### config.mk
export PLATFORM = sky130hd
export DESIGN_NAME = eight_way_distributor
export DESIGN_NICKNAME = d
export VERILOG_FILES = /design/src/rtl/eight_way_distributor_pkg.sv /design/src/rtl/eight_way_distributor_lane.sv /design/src/rtl/eight_way_distributor.sv
export SDC_FILE = /design/constraint.sdc
export NUM_CORES = 1
export LEC_CHECK = 0
export ABC_AREA = 0
export CORE_ASPECT_RATIO = 1.1
export CORE_UTILIZATION = 30
export CTS_CLUSTER_SIZE = 24
export DETAILED_ROUTE_END_ITERATION = 6
export GPL_TIMING_DRIVEN = 0
export PLACE_DENSITY = 0.61
export SLEW_MARGIN = 25
export SYNTH_ARGS = -nofsm -noshare
export SYNTH_HDL_FRONTEND = slang
export SYNTH_SLANG_ARGS = --single-unit
### constraint.sdc
create_clock -name clk -period 6.06 [get_ports clk]
set_input_delay 0.909 -clock clk [delete_from_list [all_inputs] [get_ports clk]]
set_output_delay 0.909 -clock clk [all_outputs]
set_load 0.05 [all_outputs]
### src/rtl/eight_way_distributor_pkg.sv
// Shared defaults and lane state encoding for the eight-way write distributor.
package eight_way_distributor_pkg;

    localparam int DIST_WIDTH = 16;
    localparam int DIST_LANES = 8;
    localparam int DIST_SEL_W = 3;

    typedef enum logic {
        LANE_EMPTY = 1'b0,
        LANE_FULL  = 1'b1
    } lane_state_t;

endpackage

### src/rtl/eight_way_distributor_lane.sv
// One lane holding register: word captured on write, held until ack; 1-cycle write latency.
// A same-cycle ack and write keeps the lane full with the new word; ack on an empty lane is ignored.
module distributor_lane
    import eight_way_distributor_pkg::*;
#(
    parameter int WIDTH = DIST_WIDTH
) (
    input  logic             clk,
    input  logic             rst,
    input  logic             wr,
    input  logic [WIDTH-1:0] din,
    input  logic             ack,
    output logic [WIDTH-1:0] data,
    output logic             valid
);

    lane_state_t state;
    lane_state_t state_next;

    always_ff @(posedge clk or posedge rst) begin
        if (rst) begin
            state <= LANE_EMPTY;
            data  <= '0;
        end else begin
            state <= state_next;
            if (wr) begin
                data <= din;
            end
        end
    end

    always_comb begin
        state_next = state;
        case (state)
            LANE_EMPTY: begin
                if (wr) begin
                    state_next = LANE_FULL;
                end
            end
            LANE_FULL: begin
                // Data is left in place on drain; only the valid state clears.
                if (ack && !wr) begin
                    state_next = LANE_EMPTY;
                end
            end
            default: state_next = LANE_EMPTY;
        endcase
    end

    assign valid = (state == LANE_FULL);

endmodule

### src/rtl/eight_way_distributor.sv
// Steers one word per cycle into one of eight lane registers (sel or round-robin); 1-cycle latency.
// in_ready drops when the target lane is full and not being acked; auto mode stalls rather than skipping.
module eight_way_distributor
    import eight_way_distributor_pkg::*;
#(
    parameter int WIDTH = DIST_WIDTH,
    parameter int LANES = DIST_LANES,
    parameter int SEL_W = DIST_SEL_W
) (
    input  logic                   clk,
    input  logic                   rst,
    input  logic [WIDTH-1:0]       din,
    input  logic [SEL_W-1:0]       sel,
    input  logic                   auto_mode,
    input  logic                   in_valid,
    output logic                   in_ready,
    output logic [LANES*WIDTH-1:0] out_data,
    output logic [LANES-1:0]       out_valid,
    input  logic [LANES-1:0]       out_ack,
    output logic [SEL_W:0]         occupancy,
    output logic                   all_full
);

    localparam int CW = SEL_W + 1;

    logic [SEL_W-1:0] rr_ptr;
    logic [SEL_W-1:0] target;
    logic             accept;
    logic [LANES-1:0] wr_vec;
    logic [LANES-1:0] drop_vec;
    logic [CW-1:0]    drops;
    logic [CW-1:0]    occ_next;

    always_comb begin
        target   = auto_mode ? rr_ptr : sel;
        in_ready = !out_valid[target] || out_ack[target];
        accept   = in_valid && in_ready;

        wr_vec = '0;
        if (accept) begin
            wr_vec[target] = 1'b1;
        end

        // A lane acked and rewritten in the same cycle stays occupied.
        drop_vec = out_valid & out_ack & ~wr_vec;
        drops    = '0;
        for (int k = 0; k < LANES; k++) begin
            drops = drops + CW'(drop_vec[k]);
        end

        occ_next = occupancy + CW'(accept && !out_valid[target]) - drops;
    end

    always_ff @(posedge clk or posedge rst) begin
        if (rst) begin
            rr_ptr    <= '0;
            occupancy <= '0;
            all_full  <= 1'b0;
        end else begin
            if (accept && auto_mode) begin
                rr_ptr <= rr_ptr + 1'b1;
            end
            occupancy <= occ_next;
            all_full  <= (occ_next == CW'(LANES));
        end
    end

    for (genvar k = 0; k < LANES; k++) begin : g_lane
        distributor_lane #(
            .WIDTH (WIDTH)
        ) u_lane (
            .clk   (clk),
            .rst   (rst),
            .wr    (wr_vec[k]),
            .din   (din),
            .ack   (out_ack[k]),
            .data  (out_data[k*WIDTH +: WIDTH]),
            .valid (out_valid[k])
        );
    end

endmodule

; ---- Word level (Yosys, flattened, before mapping)
; Index checks and enable logic that the tools add are counted.
[totals]
reg_bits = 144
word_cells = 97
[op_classes]
addsub = 10
n_lt_le_gt_ge = 2
n_eq_ne = 1
mux = 32
bitwise = 11
reduce_logical = 22
[ops]
columns = cell, count
row1 = adder 4 x 1 -> 4 bit, 5
row2 = 2-to-1 mux 1 bit, 19
row3 = bitwise AND 8 bit, 2
row4 = one-hot mux 1 bit (2 select lines), 8
row5 = logical AND 1 bit, 12
row6 = logical NOT 1 bit, 9
row7 = 2-to-1 mux 8 bit, 1
row8 = inverter 1 bit, 8
row9 = inverter 8 bit, 1
row10 = binary-select mux 1 bit (select 3 bit), 2
row11 = adder 3 x 1 -> 4 bit, 1
row12 = == test 4 bit (second input constant), 1
row13 = < comparator 3 x 4 -> 1 bit (second input constant), 1
row14 = subtractor 4 bit, 1
row15 = adder 2 x 1 -> 3 bit, 1
row16 = adder 3 x 1 -> 3 bit (second input constant), 1
row17 = demux 1 bit (select 3 bit), 1
row18 = >= comparator 3 x 1 -> 1 bit (second input constant), 1
row19 = 2-to-1 mux 3 bit, 1
row20 = adder 1 x 1 -> 2 bit, 1
row21 = logical OR 1 bit, 1

; ---- Longest topological paths before layout
; Gate-level depths: netlist of run 1.
[logic_depth]
word_depth = 18
mapped_depth = 22

; ---- Hierarchy
; From an unflattened synthesis of run 1, not the netlist that was laid out.
[unflattened]
hier_cells = 411
area_unflattened_um2 = 6448.7
[modules_own_cells]
columns = module, n_inst, cells_per_inst, area_per_inst_um2
row1 = distributor_lane, 8, 38, 686.9
row2 = eight_way_distributor, 1, 107, 953.4

; ---- Least setup slack after synthesis of run 1
; No wires, ideal clock.
[synth_timing]
path_type = input to register
from = input port auto_mode
to = register all_full
setup_ps = 105
arrival_ps = 5534
required_time_ps = 5955
slack_ps = 420
stages = 22
path_buffers = 3
cell_sequence = buf_6 -> mux2i_4 -> mux2i_1 -> o22a_1 -> o221ai_2 -> buf_4 -> a211oi_4 -> buf_6 -> nand3b_1 -> fa_1 -> inv_1 -> fa_1 -> inv_1 -> fa_1 -> inv_1 -> fa_1 -> inv_1 -> ha_1 -> ha_1 -> xor2_1 -> xnor2_1 -> nor4b_1
[synth_between]
elab_chain_cells = 18
[synth_lines]
columns = item, line_no
row1 = "start, declared", eight_way_distributor.sv:14  ; input logic auto_mode,
row2 = 2-to-1 mux 3 bit *, eight_way_distributor.sv:35  ; target = auto_mode ? rr_ptr : sel;
row3 = "parallel branches: the longest is 15 deep, another holds < comparator 3 x 4 -> 1 bit", n/a
row4 = subtractor 4 bit *, eight_way_distributor.sv:51  ; occ_next = occupancy + CW'(accept && !out_valid[target]) - drops;
row5 = named net occ_next[3], eight_way_distributor.sv:32  ; logic [CW-1:0] occ_next;
row6 = == test 4 bit *, eight_way_distributor.sv:64  ; all_full <= (occ_next == CW'(LANES));
row7 = "end signal, assigned", eight_way_distributor.sv:64
row8 = "end, declared", eight_way_distributor.sv:21  ; output logic all_full
; Mark *: on every way through the listed nets, which the timed path passes. The select of a mux whose other input is x is not followed.
; A chain may end at the register's enable or synchronous reset.

; ---- Final worst setup path of run 1
[layout_timing]
from = input port sel[0]
to = register all_full
[layout_between]
elab_chain_cells = 18
[layout_lines]
columns = item, line_no
row1 = "start, declared", eight_way_distributor.sv:13  ; input logic [SEL_W-1:0] sel,
row2 = 2-to-1 mux 3 bit *, eight_way_distributor.sv:35
row3 = "parallel branches: the longest is 15 deep, another holds < comparator 3 x 4 -> 1 bit", n/a
row4 = subtractor 4 bit *, eight_way_distributor.sv:51
row5 = named net occ_next[3], eight_way_distributor.sv:32
row6 = == test 4 bit *, eight_way_distributor.sv:64
; Marked as above.

==> impl_results.md, run 1 <==
- Clock sink total: 144
- Ranking of synthesized cells by area: dfrtp_1 57%, mux2_4 13%, mux2_2 13%, a211oi_4 2.5%, fa_1 1.9%
- CP endpoint kind: flip-flop
- Clock Tree Root: clkbuf_16
- Mapped cell area: 6340 µm²
- Worst EP arrival: 6.04 ns
- Worst-path clk slew: 0.07 ns
- Final Hold Vio Count: 0
- Post-route cell area: 9080 µm²
- Layout cells sized above 1: 34.0%
- Worst hold path type: flip-flop to flip-flop
- Drt first pass iters: 4
- Post-CTS Hold Buffers: 0
- Area after DPL: 8400 µm²
- I/O pin count: 173
- DRC: 0
- Max Root-Sink Buffers: 2
- Mapped Cells: 393
- Clk Latency, worst-skew pair: 0.41 ns
- Commonest non-fill, non-tap cell in the layout: clkdlybuf4s50_1
- Global-route wire length before repair: 26800 µm
- RSZ-0062 raised after global routing: false
- Rel. slew slack: 61.8%
- Antenna Cells: 0
- Synthesis-stage register bit count: 144
- Max Freq: 0.174 GHz
- Dpl hpwl: 11400 µm
- # setup viols final: 0
- Starting Density: 30.7%
- Initial antenna violation count: 0
- Core Rows: 55
- Syn Nets: 438
- Post-route ant nets: 0
- Warning count from the yosys run: 0
- DIE HEIGHT: 154 µm
- Iter 0 DRT Violations: 80
- Syn_area_per_cell: 16.1 µm²
- WP data required: 6.36 ns
- Die area: 21700 µm²
- Worst hold stages: 1
- Port Buf Inserts: 171
- Synth unique cells: 29
- Final net count: 640
- Slew Viols, Final: 0
- Routed vias: 3939
- WL per Instance: 19.6 µm
- Synth top area share: 56.9%
- Max cap viols: 0
- Critical path class: input port to flip-flop
- GPL Wtd Cong: 0.726
- CTS buffer count: 17
- Htree depth: 4
- Final Critical Period: 5.74 ns
- Number of global-route vias before repair: 4430
- Core Footprint: 20600 µm²
- P&R area growth vs syn: 43.3%
- Global Route Usage Sum: 16.5%
- Seq/Total Area, Yosys: 56.9%
- Most frequent cells in the layout: 171 x clkdlybuf4s50_1, 144 x dfrtp_1, 73 x mux2_2
- Via/cell ratio: 4.56
- Die X: 141 µm
- Final wirelength: 16900 µm
- GRT Residual Overflow: 0
- CP max FO: 10
- Setup Skew: 0.00912 ns
- Least-Margin Pin Slew: 0.571 ns
- Fillers: 1866
- Yosys top cell by area: dfrtp_1
- Status: finished clean
- Largest net degree at the start of global routing: 96
- Worst Reg-to-Reg Cells: 22
- Setup crit start kind: input port
- CTS tree: done
- Period utilization: 94.7%
==> cell usage after synthesis, drive strengths merged <==
library cell and count:
a211oi 8, a21o 8, a21oi 2, a32oi 4, buf 19, clkbuf 1, dfrtp 144, fa 6
ha 8, inv 23, mux2 129, mux2i 9, nand2 8, nand2b 1, nand3 1, nand3b 3
nor2 8, nor2b 1, nor4b 1, o221ai 1, o22a 1, o22ai 2, xnor2 4, xor2 1
==> critical path, cell delays in order <==
cell and delay (ns):
clkdlybuf4s50_1 0.42, nor2b_1 0.17, a32oi_2 0.40, o22a_1 0.23
o221ai_2 0.16, buf_4 0.27, a211oi_4 0.33, buf_6 0.25
nand3b_1 0.16, fa_1 0.18, inv_1 0.05, fa_1 0.50
inv_1 0.05, fa_1 0.35, inv_1 0.08, fa_1 0.41
inv_1 0.06, ha_1 0.22, ha_1 0.20, xor2_1 0.15
xnor2_1 0.19, nor4b_1 0.28
==> layer usage <==
metal	up-vias	wire length [µm]	track usage (%)	part of all wire, %
met2	130	8170	27.3	48
met1	2030	7240	19.9	43
met4	0	214	5.18	1.3
li1	1768	-	-	-
met5	-	0	0	0
met3	11	1290	6.32	7.6
==> area by class of cell <==
cell class	instances	area, µm²	area share, %
clock inverter	13	126	1.39
tap	256	320	3.53
clock buffer	19	443	4.88
timing repair buffer	183	1830	20.2
sequential	144	3600	39.7
multi-input combinational	206	2480	27.3
buffer	20	178	1.96
inverter	23	93.8	1.03
==> metrics by stage <==
step	util (%)	hold WS [ns]	setup TNS [ns]	cells	setup slack, ns
CTS	43.8	0.513	0	861	0.0868
global route	44.0	0.525	0	864	0.00232
finish	44.0	0.510	0	864	0.322
global placement	40.5	0.490	-75.08	820	-0.604
floorplan	-	0.494	0	393	0.420
detailed placement	40.7	0.493	-1.25	821	-0.709
==> cell families (layout without fill, tap and decap cells) <==
kind of cell,after synthesis,count (layout),synth area share (%)
flops,144,144,56.9
mux,138,138,27.9
buf+inv,43,258,4.17
compound gates,26,26,5.23
simple gates,23,23,1.72
fa+ha+maj,14,14,3.47
xor+xnor,5,5,0.691
==> path summary, 6_finish.rpt <==
check | start | endpoint | slack [ns]
max in group asynchronous | rst | g_lane[4].u_lane.data[0]$_DFFE_PP0P_ | 4.36
max | sel[0] | all_full$_DFF_PP0_ | 0.32
min in group asynchronous | rst | g_lane[6].u_lane.data[12]$_DFFE_PP0P_ | 0.90
min reg2reg | g_lane[3].u_lane.data[9]$_DFFE_PP0P_ | g_lane[3].u_lane.data[9]$_DFFE_PP0P_ | 0.51
min | g_lane[3].u_lane.data[9]$_DFFE_PP0P_ | g_lane[3].u_lane.data[9]$_DFFE_PP0P_ | 0.51
max reg2reg | rr_ptr[1]$_DFFE_PP0P_ | all_full$_DFF_PP0_ | 0.87
==> timing repair <==
item | 4_1_cts | 5_1_grt
setup buffers | 8 | 3
setup endpoints to repair | 1 | 1
resized for setup | 0 | 1
pin swaps | 8 | 0
==> sequential cells by signal (all words and copies together), names as in the netlist <==
name and cells:
rr_ptr 3, all_full 1, occupancy 4, g_lane.u_lane.valid 8
g_lane.u_lane.data 128
Power of run 1 is left out: the tool's default activity adds up to more than one toggle a clock period on the data nets, which glitch-free logic cannot reach.
==> run 2: changes to the inputs <==
--- a/config.mk
+++ b/config.mk
@@ -6,12 +6,14 @@
 export NUM_CORES = 1
 export LEC_CHECK = 0
 export ABC_AREA = 0
+export CELL_PAD_IN_SITES_DETAIL_PLACEMENT = 1
+export CELL_PAD_IN_SITES_GLOBAL_PLACEMENT = 1
 export CORE_ASPECT_RATIO = 1.1
 export CORE_UTILIZATION = 30
 export CTS_CLUSTER_SIZE = 24
 export DETAILED_ROUTE_END_ITERATION = 6
 export GPL_TIMING_DRIVEN = 0
-export PLACE_DENSITY = 0.61
+export PLACE_DENSITY = 0.71
 export SLEW_MARGIN = 25
 export SYNTH_ARGS = -nofsm -noshare
 export SYNTH_HDL_FRONTEND = slang
==> constraint.sdc (replaced) <==
create_clock -name clk -period 7.39 [get_ports clk]
set_input_delay 1.1085 -clock clk [delete_from_list [all_inputs] [get_ports clk]]
set_output_delay 1.1085 -clock clk [all_outputs]
set_load 0.05 [all_outputs]
==> run 2 against run 1 <==
Compared with the run above: largest cell class unchanged; register-to-register slack improved by 0.74 ns; setup slack improved by 0.56 ns; design area down 1.3%; global-route usage grew 0.95 points; hold slack worse by 0.0018 ns; non-clock buffer count decreased by 11; clock-buffer cell count is 1 higher; first-iteration DRC count fell by 1.3%; die area stayed put; critical path type unchanged; core utilization shrank 0.58 points; sequential share of layout area up 0.53 points.
==> impl_results.md, run 2 (synthesis results as in run 1) <==
- Slew Viols, Final: 0 (unchanged)
- Setup TNS: 0 ns (unchanged)
- Worst Path Buf+Inv: 7 (unchanged)
- GPL Wtd Cong: 0.727 (about the same)
- Period utilization: 88.1%
- Worst-path clk slew: 0.06 ns (about the same)
- Met2 Use GR: 28.5% (+1.3 points)
- Final Hold Vio Count: 0 (unchanged)
- Max Freq: 0.154 GHz
- WL per Instance: 20.8 µm (+6.3%)
- Final net count: 629 (-1.7%)
- Initial antenna violation count: 2 (+2)
- Routed vias: 3934 (-0.13%)
- Clk Latency, worst-skew pair: 0.42 ns (about the same)
- Met3 usage: 7.21% (+0.90 points)
- Post-CTS Hold Buffers: 0 (unchanged)
- Htree depth: 4 (unchanged)
- Largest net degree at the start of global routing: 96 (unchanged)
- Post-CTS sizing: 0 (unchanged)
- Hold Slack: 0.508 ns (-0.00183 ns)
- Starting Density: 30.7% (unchanged)
- Worst hold stages: 1 (unchanged)
- Worst Reg-to-Reg Cells: 21 (-4.5%)
- Number of global-route vias before repair: 4698 (+6.0%)
- CP delay by family, top: adder cells
- Area after DPL: 8400 µm² (unchanged)
- Setup crit start kind: input port
- Least-Margin Pin Slew: 0.752 ns (+0.181 ns)
- CP max FO: 10 (unchanged)
- Post-route cell area: 8960 µm² (-1.3%)
- Slowest CP cell: a211oi_4
- Max Root-Sink Buffers: 2 (unchanged)
- Clock Tree Root: clkbuf_16
- Layout cells sized above 1: 32.7% (-1.4 points)
- Final Critical Period: 6.51 ns
- Slowest Stage Delay on Critical Path: 0.68 ns (+0.18 ns)
- Clock sink total: 144 (unchanged)
- Reg with most FFs: g_lane.u_lane.data
- DRC: 0 (unchanged)
- Commonest non-fill, non-tap cell in the layout: clkdlybuf4s50_1
- Fin cells: 853 (-1.3%)
- Crit. path cell count: 22 (unchanged)
- CTS tree: done
- Drt first pass iters: 4 (unchanged)
- Post-route ant nets: 0 (unchanged)
- CTS buffer count: 17 (unchanged)
- Worst R2R Setup Slack: 1.61 ns (+0.74 ns)
- Rel. slew slack: 49.7% (-12 points)
- Fillers: 2069 (+11%)
- GRT Residual Overflow: 0 (unchanged)
- Antenna Cells: 0 (unchanged)
- Global-route wire length before repair: 28300 µm (+5.8%)
- Worst hold endpoint: g_lane[4].u_lane.data[12]$_DFFE_PP0P_
- CP endpoint kind: flip-flop
- # setup viols final: 0 (unchanged)
- Worst EP arrival: 6.81 ns (+0.77 ns)
- Setup Skew: 0.0119 ns (+0.00276 ns)
- Worst hold path type: flip-flop to flip-flop
- WP data required: 7.70 ns (+1.34 ns)
- Via/cell ratio: 4.61 (+1.2%)
- Core Rows: 55 (unchanged)
- Status: finished clean
- Dpl hpwl: 12300 µm (+7.9%)
- Post-CTS Setup Repair Bufs: 0 (-8)
- Port Buf Inserts: 171 (unchanged)
- Die X: 141 µm (unchanged)
- Iter 0 DRT Violations: 79 (-1.3%)
- Met1 Resource Use GR: 21.3% (+1.4 points)
- Largest register FFs: 128 (unchanged)
- DIE HEIGHT: 154 µm (unchanged)
- Placed insts: 821 (unchanged)
- CP Cell Sequence: clkdlybuf4s50_1, mux2i_4, mux2i_1, o22a_1, o221ai_2, buf_4, a211oi_4, buf_6, nand3b_1, fa_1, inv_1, fa_1, inv_1, fa_1, inv_1, fa_1, inv_1, ha_1, ha_1, xor2_1, xnor2_1, nor4b_1
- Worst R2R End: all_full$_DFF_PP0_
- RSZ-0062 raised after global routing: false
- Global Route Usage Sum: 17.5% (+0.95 points)
- Critical path class: input port to flip-flop
- Core Footprint: 20600 µm² (unchanged)
- Die area: 21700 µm² (unchanged)
- Grt peak-use layer: met2
- P&R area growth vs syn: 41.4%
- Worst r2r src: rr_ptr[1]$_DFFE_PP0P_
- Final wirelength: 17800 µm (+5.0%)
- Max cap viols: 0 (unchanged)
- HP Start: g_lane[4].u_lane.data[12]$_DFFE_PP0P_
- Most frequent cells in the layout: 171 x clkdlybuf4s50_1, 144 x dfrtp_1, 73 x mux2_2
- I/O pin count: 173 (unchanged)
## run 2: cell count changes in the layout (fill, tap and decap cells not counted)
cell | previous run | this run
clkinv_4 | 3 | 2
clkinv_2 | 1 | 4
clkinvlp_4 | 4 | 2
buf_4 | 19 | 9
a32oi_2 | 3 | 4
buf_12 | 1 | 0
inv_6 | 4 | 3
clkbuf_1 | 2 | 3
a32oi_4 | 1 | 0
## run 2: per-stage QoR
step / setup WS [ns] / utilization [%]
2_1_floorplan: 1.55 / -
3_5_place_dp: 0.317 / 40.7
5_1_grt: 0.432 / 43.4
3_3_place_gp: 0.511 / 40.5
4_1_cts: 0.743 / 43.4
6_report: 0.883 / 43.4
## run 2: per-layer routing
| layer | up-vias | wire, µm |
|---|---|---|
| li1 | 1749 | - |
| met1 | 2032 | 7610 |
| met2 | 137 | 8480 |
| met3 | 14 | 1500 |
| met4 | 2 | 165 |
| met5 | - | 13 |
## run 2: layout make-up
class | instances | area [µm²] | share of cell area (%)
Sequential cell | 144 | 3600 | 40.2
Multi-Input combinational cell | 206 | 2470 | 27.6
Clock inverter | 12 | 109 | 1.21
Inverter | 23 | 93.8 | 1.05
Timing Repair Buffer | 172 | 1740 | 19.4
Clock buffer | 20 | 447 | 4.99
Tap cell | 256 | 320 | 3.57
Buffer | 20 | 178 | 1.98
## run 2: worst max-delay path by stage
stage / endpoint / slack [ns] / startpoint
finish: all_full$_DFF_PP0_ / 0.88 / sel[1]
global route: all_full$_DFF_PP0_ / 0.43 / sel[1]
CTS: all_full$_DFF_PP0_ / 0.74 / sel[1]
detailed placement: all_full$_DFF_PP0_ / 0.32 / sel[1]
global placement: all_full$_DFF_PP0_ / 0.51 / sel[1]
floorplan: all_full$_DFF_PP0_ / 1.55 / auto_mode
Power of run 2 is left out for the same reason.
==> run 3: changes to the inputs <==
--- a/config.mk
+++ b/config.mk
@@ -12,9 +12,11 @@
 export CORE_UTILIZATION = 30
 export CTS_CLUSTER_SIZE = 24
 export DETAILED_ROUTE_END_ITERATION = 6
+export GPL_ROUTABILITY_DRIVEN = 0
 export GPL_TIMING_DRIVEN = 0
 export PLACE_DENSITY = 0.71
 export SLEW_MARGIN = 25
 export SYNTH_ARGS = -nofsm -noshare
 export SYNTH_HDL_FRONTEND = slang
+export SYNTH_HIERARCHICAL = 1
 export SYNTH_SLANG_ARGS = --single-unit
==> run 3 against run 2 <==
Compared with the run above: first-iteration DRC count up 59%; critical endpoint unchanged; non-clock buffer count stayed put; area after synthesis grew 1.8%.
==> impl_results.md, run 3 <==
- Setup Skew: 0.0130 ns (+0.00115 ns)
- DIE HEIGHT: 156 µm (+0.86%)
- Routed vias: 4112 (+4.5%)
- Min setup slack post-route: 0.809 ns (-0.0740 ns)
- Max cap viols: 0 (unchanged)
- Worst-path clk slew: 0.06 ns (about the same)
- Post-CTS Setup Repair Bufs: 0 (unchanged)
- Global-route wire length before repair: 29000 µm (+2.2%)
- Ranking of synthesized cells by area: dfrtp_1 56%, mux2_4 17%, mux2_2 10%, buf_12 2.5%, fa_1 1.9%
- Iter 0 DRT Violations: 126 (+59%)
- Met2 wire len: 9050 µm (+6.7%)
- Largest net degree at the start of global routing: 18 (-81%)
- Period utilization: 89.1% (+1.0 points)
- Die area: 22100 µm² (+1.7%)
- Number of global-route vias before repair: 4749 (+1.1%)
- Max Root-Sink Buffers: 2 (unchanged)
- CP Cell Sequence: clkdlybuf4s50_1, mux2i_1, clkbuf_1, nand2_1, a21oi_1, nor4_1, a21o_1, buf_6, o311ai_2, fa_1, inv_1, fa_1, inv_1, fa_1, inv_1, fa_1, inv_1, ha_1, ha_1, xor2_1, xnor2_1, nor4b_1
- Reg with most FFs: g_lane.u_lane/data
- DRC: 0 (unchanged)
- Max layer used: met5
- Drt first pass iters: 4 (unchanged)
- Library cell with the highest instance count after synthesis: dfrtp_1
- Most used DFF post-synth: dfrtp_1
- Syn Nets: 456 (+4.1%)
- Final net count: 647 (+2.9%)
- Fillers: 2101 (+1.5%)
- Least-Margin Pin Slew: 0.787 ns (+0.0351 ns)
- Initial antenna violation count: 1 (-1)
- Final Core Density: 44.0% (+0.57 points)
- I/O pin count: 173 (unchanged)
- Antenna Cells: 0 (unchanged)
- P&R area growth vs syn: 42.2%
- Status: finished clean
- Critical path class: input port to flip-flop
- Post-route ant nets: 0 (unchanged)
- Area of the multi-input gates: 2450 µm² (-0.76%)
- Via/cell ratio: 4.57 (-0.93%)
- Final wirelength: 18100 µm (+2.0%)
- Synth unique cells: 31 (+6.9%)
- M1 WL: 7720 µm (+1.4%)
- WL per Instance: 20.1 µm (-3.3%)
- HP Start: g_lane[1].u_lane/data[5]$_DFFE_PP0P_
- Mapped cell area: 6450 µm² (+1.8%)
- Seq/Total Area, Yosys: 55.9% (-0.98 points)
- Warning count from the yosys run: 6 (+6)
- Port Buf Inserts: 172 (+0.58%)
- FF+latch area: 3600 µm² (unchanged)
- Dpl hpwl: 13600 µm (+10%)
- Die X: 142 µm (+0.86%)
- Asr flop ratio synth: 100% (unchanged)
- Slowest Stage Delay on Critical Path: 0.59 ns (-0.09 ns)
- Setup crit start kind: input port
- Synth top area share: 55.9% (-0.98 points)
- Core Footprint: 20900 µm² (+1.0%)
- Synthesis-stage register bit count: 144 (unchanged)
- Final Hold Vio Count: 0 (unchanged)
- Worst EP arrival: 6.89 ns (+0.08 ns)
- Slew Viols, Final: 0 (unchanged)
- Post-CTS Hold Buffers: 0 (unchanged)
- Max Freq: 0.152 GHz (-1.1%)
- CTS tree: done
- Largest register FFs: 128 (unchanged)
- Worst r2r src: rr_ptr[0]$_DFFE_PP0P_
- Global Route Usage Sum: 17.6% (+0.20 points)
- Clock Tree Root: clkbuf_16
- Mapped Cells: 411 (+4.6%)
- Post-synth EDFFs: 0 (unchanged)
- Dpl ws: 0.329 ns (+0.0120 ns)
- Starting Density: 30.9% (+0.23 points)
- Met3 wire length: 1020 µm (-32%)
- Most frequent cells in the layout: 172 x clkdlybuf4s50_1, 144 x dfrtp_1, 72 x mux2_4
- WP data required: 7.69 ns (about the same)
- Rel. slew slack: 47.5% (-2.2 points)
- Layout cells sized above 1: 31.7% (-0.96 points)
- Synth cell count leaders: 144 x dfrtp_1, 72 x mux2_4, 58 x mux2_2, 30 x inv_1, 19 x nand2_1
- Setup TNS: 0 ns (unchanged)
- Post-CTS sizing: 0 (unchanged)
- Syn_area_per_cell: 15.7 µm² (-2.7%)
- RSZ-0062 raised after global routing: false
- Slowest CP cell: mux2i_1
- Htree depth: 4 (unchanged)
- CTS buffer count: 17 (unchanged)
- CP max FO: 10 (unchanged)
- Crit path launch: auto_mode
- Commonest non-fill, non-tap cell in the layout: clkdlybuf4s50_1
- GRT Residual Overflow: 0 (unchanged)
- Final Critical Period: 6.58 ns (+0.0740 ns)
- Clock sink total: 144 (unchanged)
- Clk Latency, worst-skew pair: 0.42 ns (about the same)
- Worst hold path type: flip-flop to flip-flop
- CP endpoint kind: flip-flop
- Core Rows: 55 (unchanged)
- Yosys top cell by area: dfrtp_1
- # setup viols final: 0 (unchanged)
-- run 3: logic make-up (layout without fill, tap and decap cells) --
| group | after synthesis | in the layout | share of synthesized area (%) |
|---|---|---|---|
| flops | 144 | 144 | 55.9 |
| mux | 131 | 131 | 27.0 |
| buf+inv | 50 | 254 | 6.11 |
| simple gates | 36 | 36 | 2.60 |
| compound gates | 31 | 31 | 4.27 |
| fa+ha+maj | 14 | 14 | 3.41 |
| xor+xnor | 5 | 5 | 0.679 |
-- run 3: final cells by class --
cell class | instances | share of cell area, %
multi-input combinational | 217 | 26.7
inverter | 30 | 1.23
clock buffer | 18 | 4.79
tap | 285 | 3.89
timing repair buffer | 172 | 18.8
clock inverter | 14 | 2.21
buffer | 20 | 3.07
sequential | 144 | 39.3
-- run 3: worst paths after layout --
kind,slack [ns],cells past startpoint,end
worst max register to register,1.68,21,all_full$_DFF_PP0_
min in group asynchronous,1.24,2,rr_ptr[1]$_DFFE_PP0P_
worst min-delay path,0.51,1,g_lane[1].u_lane/data[5]$_DFFE_PP0P_
max in group asynchronous,5.46,2,g_lane[5].u_lane/data[0]$_DFFE_PP0P_
worst max-delay path,0.81,22,all_full$_DFF_PP0_
worst min register to register,0.51,1,g_lane[1].u_lane/data[5]$_DFFE_PP0P_
-- run 3: critical path, delay by kind of cell --
family | cells | cell delay [ns]
AO/OA/AOI/OAI | 3 | 0.83
adder cells (fa/ha/maj) | 6 | 2.04
XOR/XNOR | 2 | 0.36
buffers and inverters | 7 | 1.45
multiplexers | 1 | 0.59
AND/OR/NAND/NOR | 3 | 0.49
-- run 3: per-stage QoR --
step / hold slack [ns] / instance area, µm² / cells
finish: 0.511 / 9170 / 900
global route: 0.532 / 9170 / 900
CTS: 0.513 / 9170 / 900
detailed placement: 0.492 / 8530 / 868
global placement: 0.492 / 8530 / 868
floorplan: 0.483 / 6450 / 411
-- run 3: layer usage --
layer,vias to the layer above,track usage (%)
met4,2,6.50
met2,143,29.3
met3,23,4.27
met1,2126,22.3
met5,-,0
li1,1818,-
Power of run 3 is left out for the same reason.
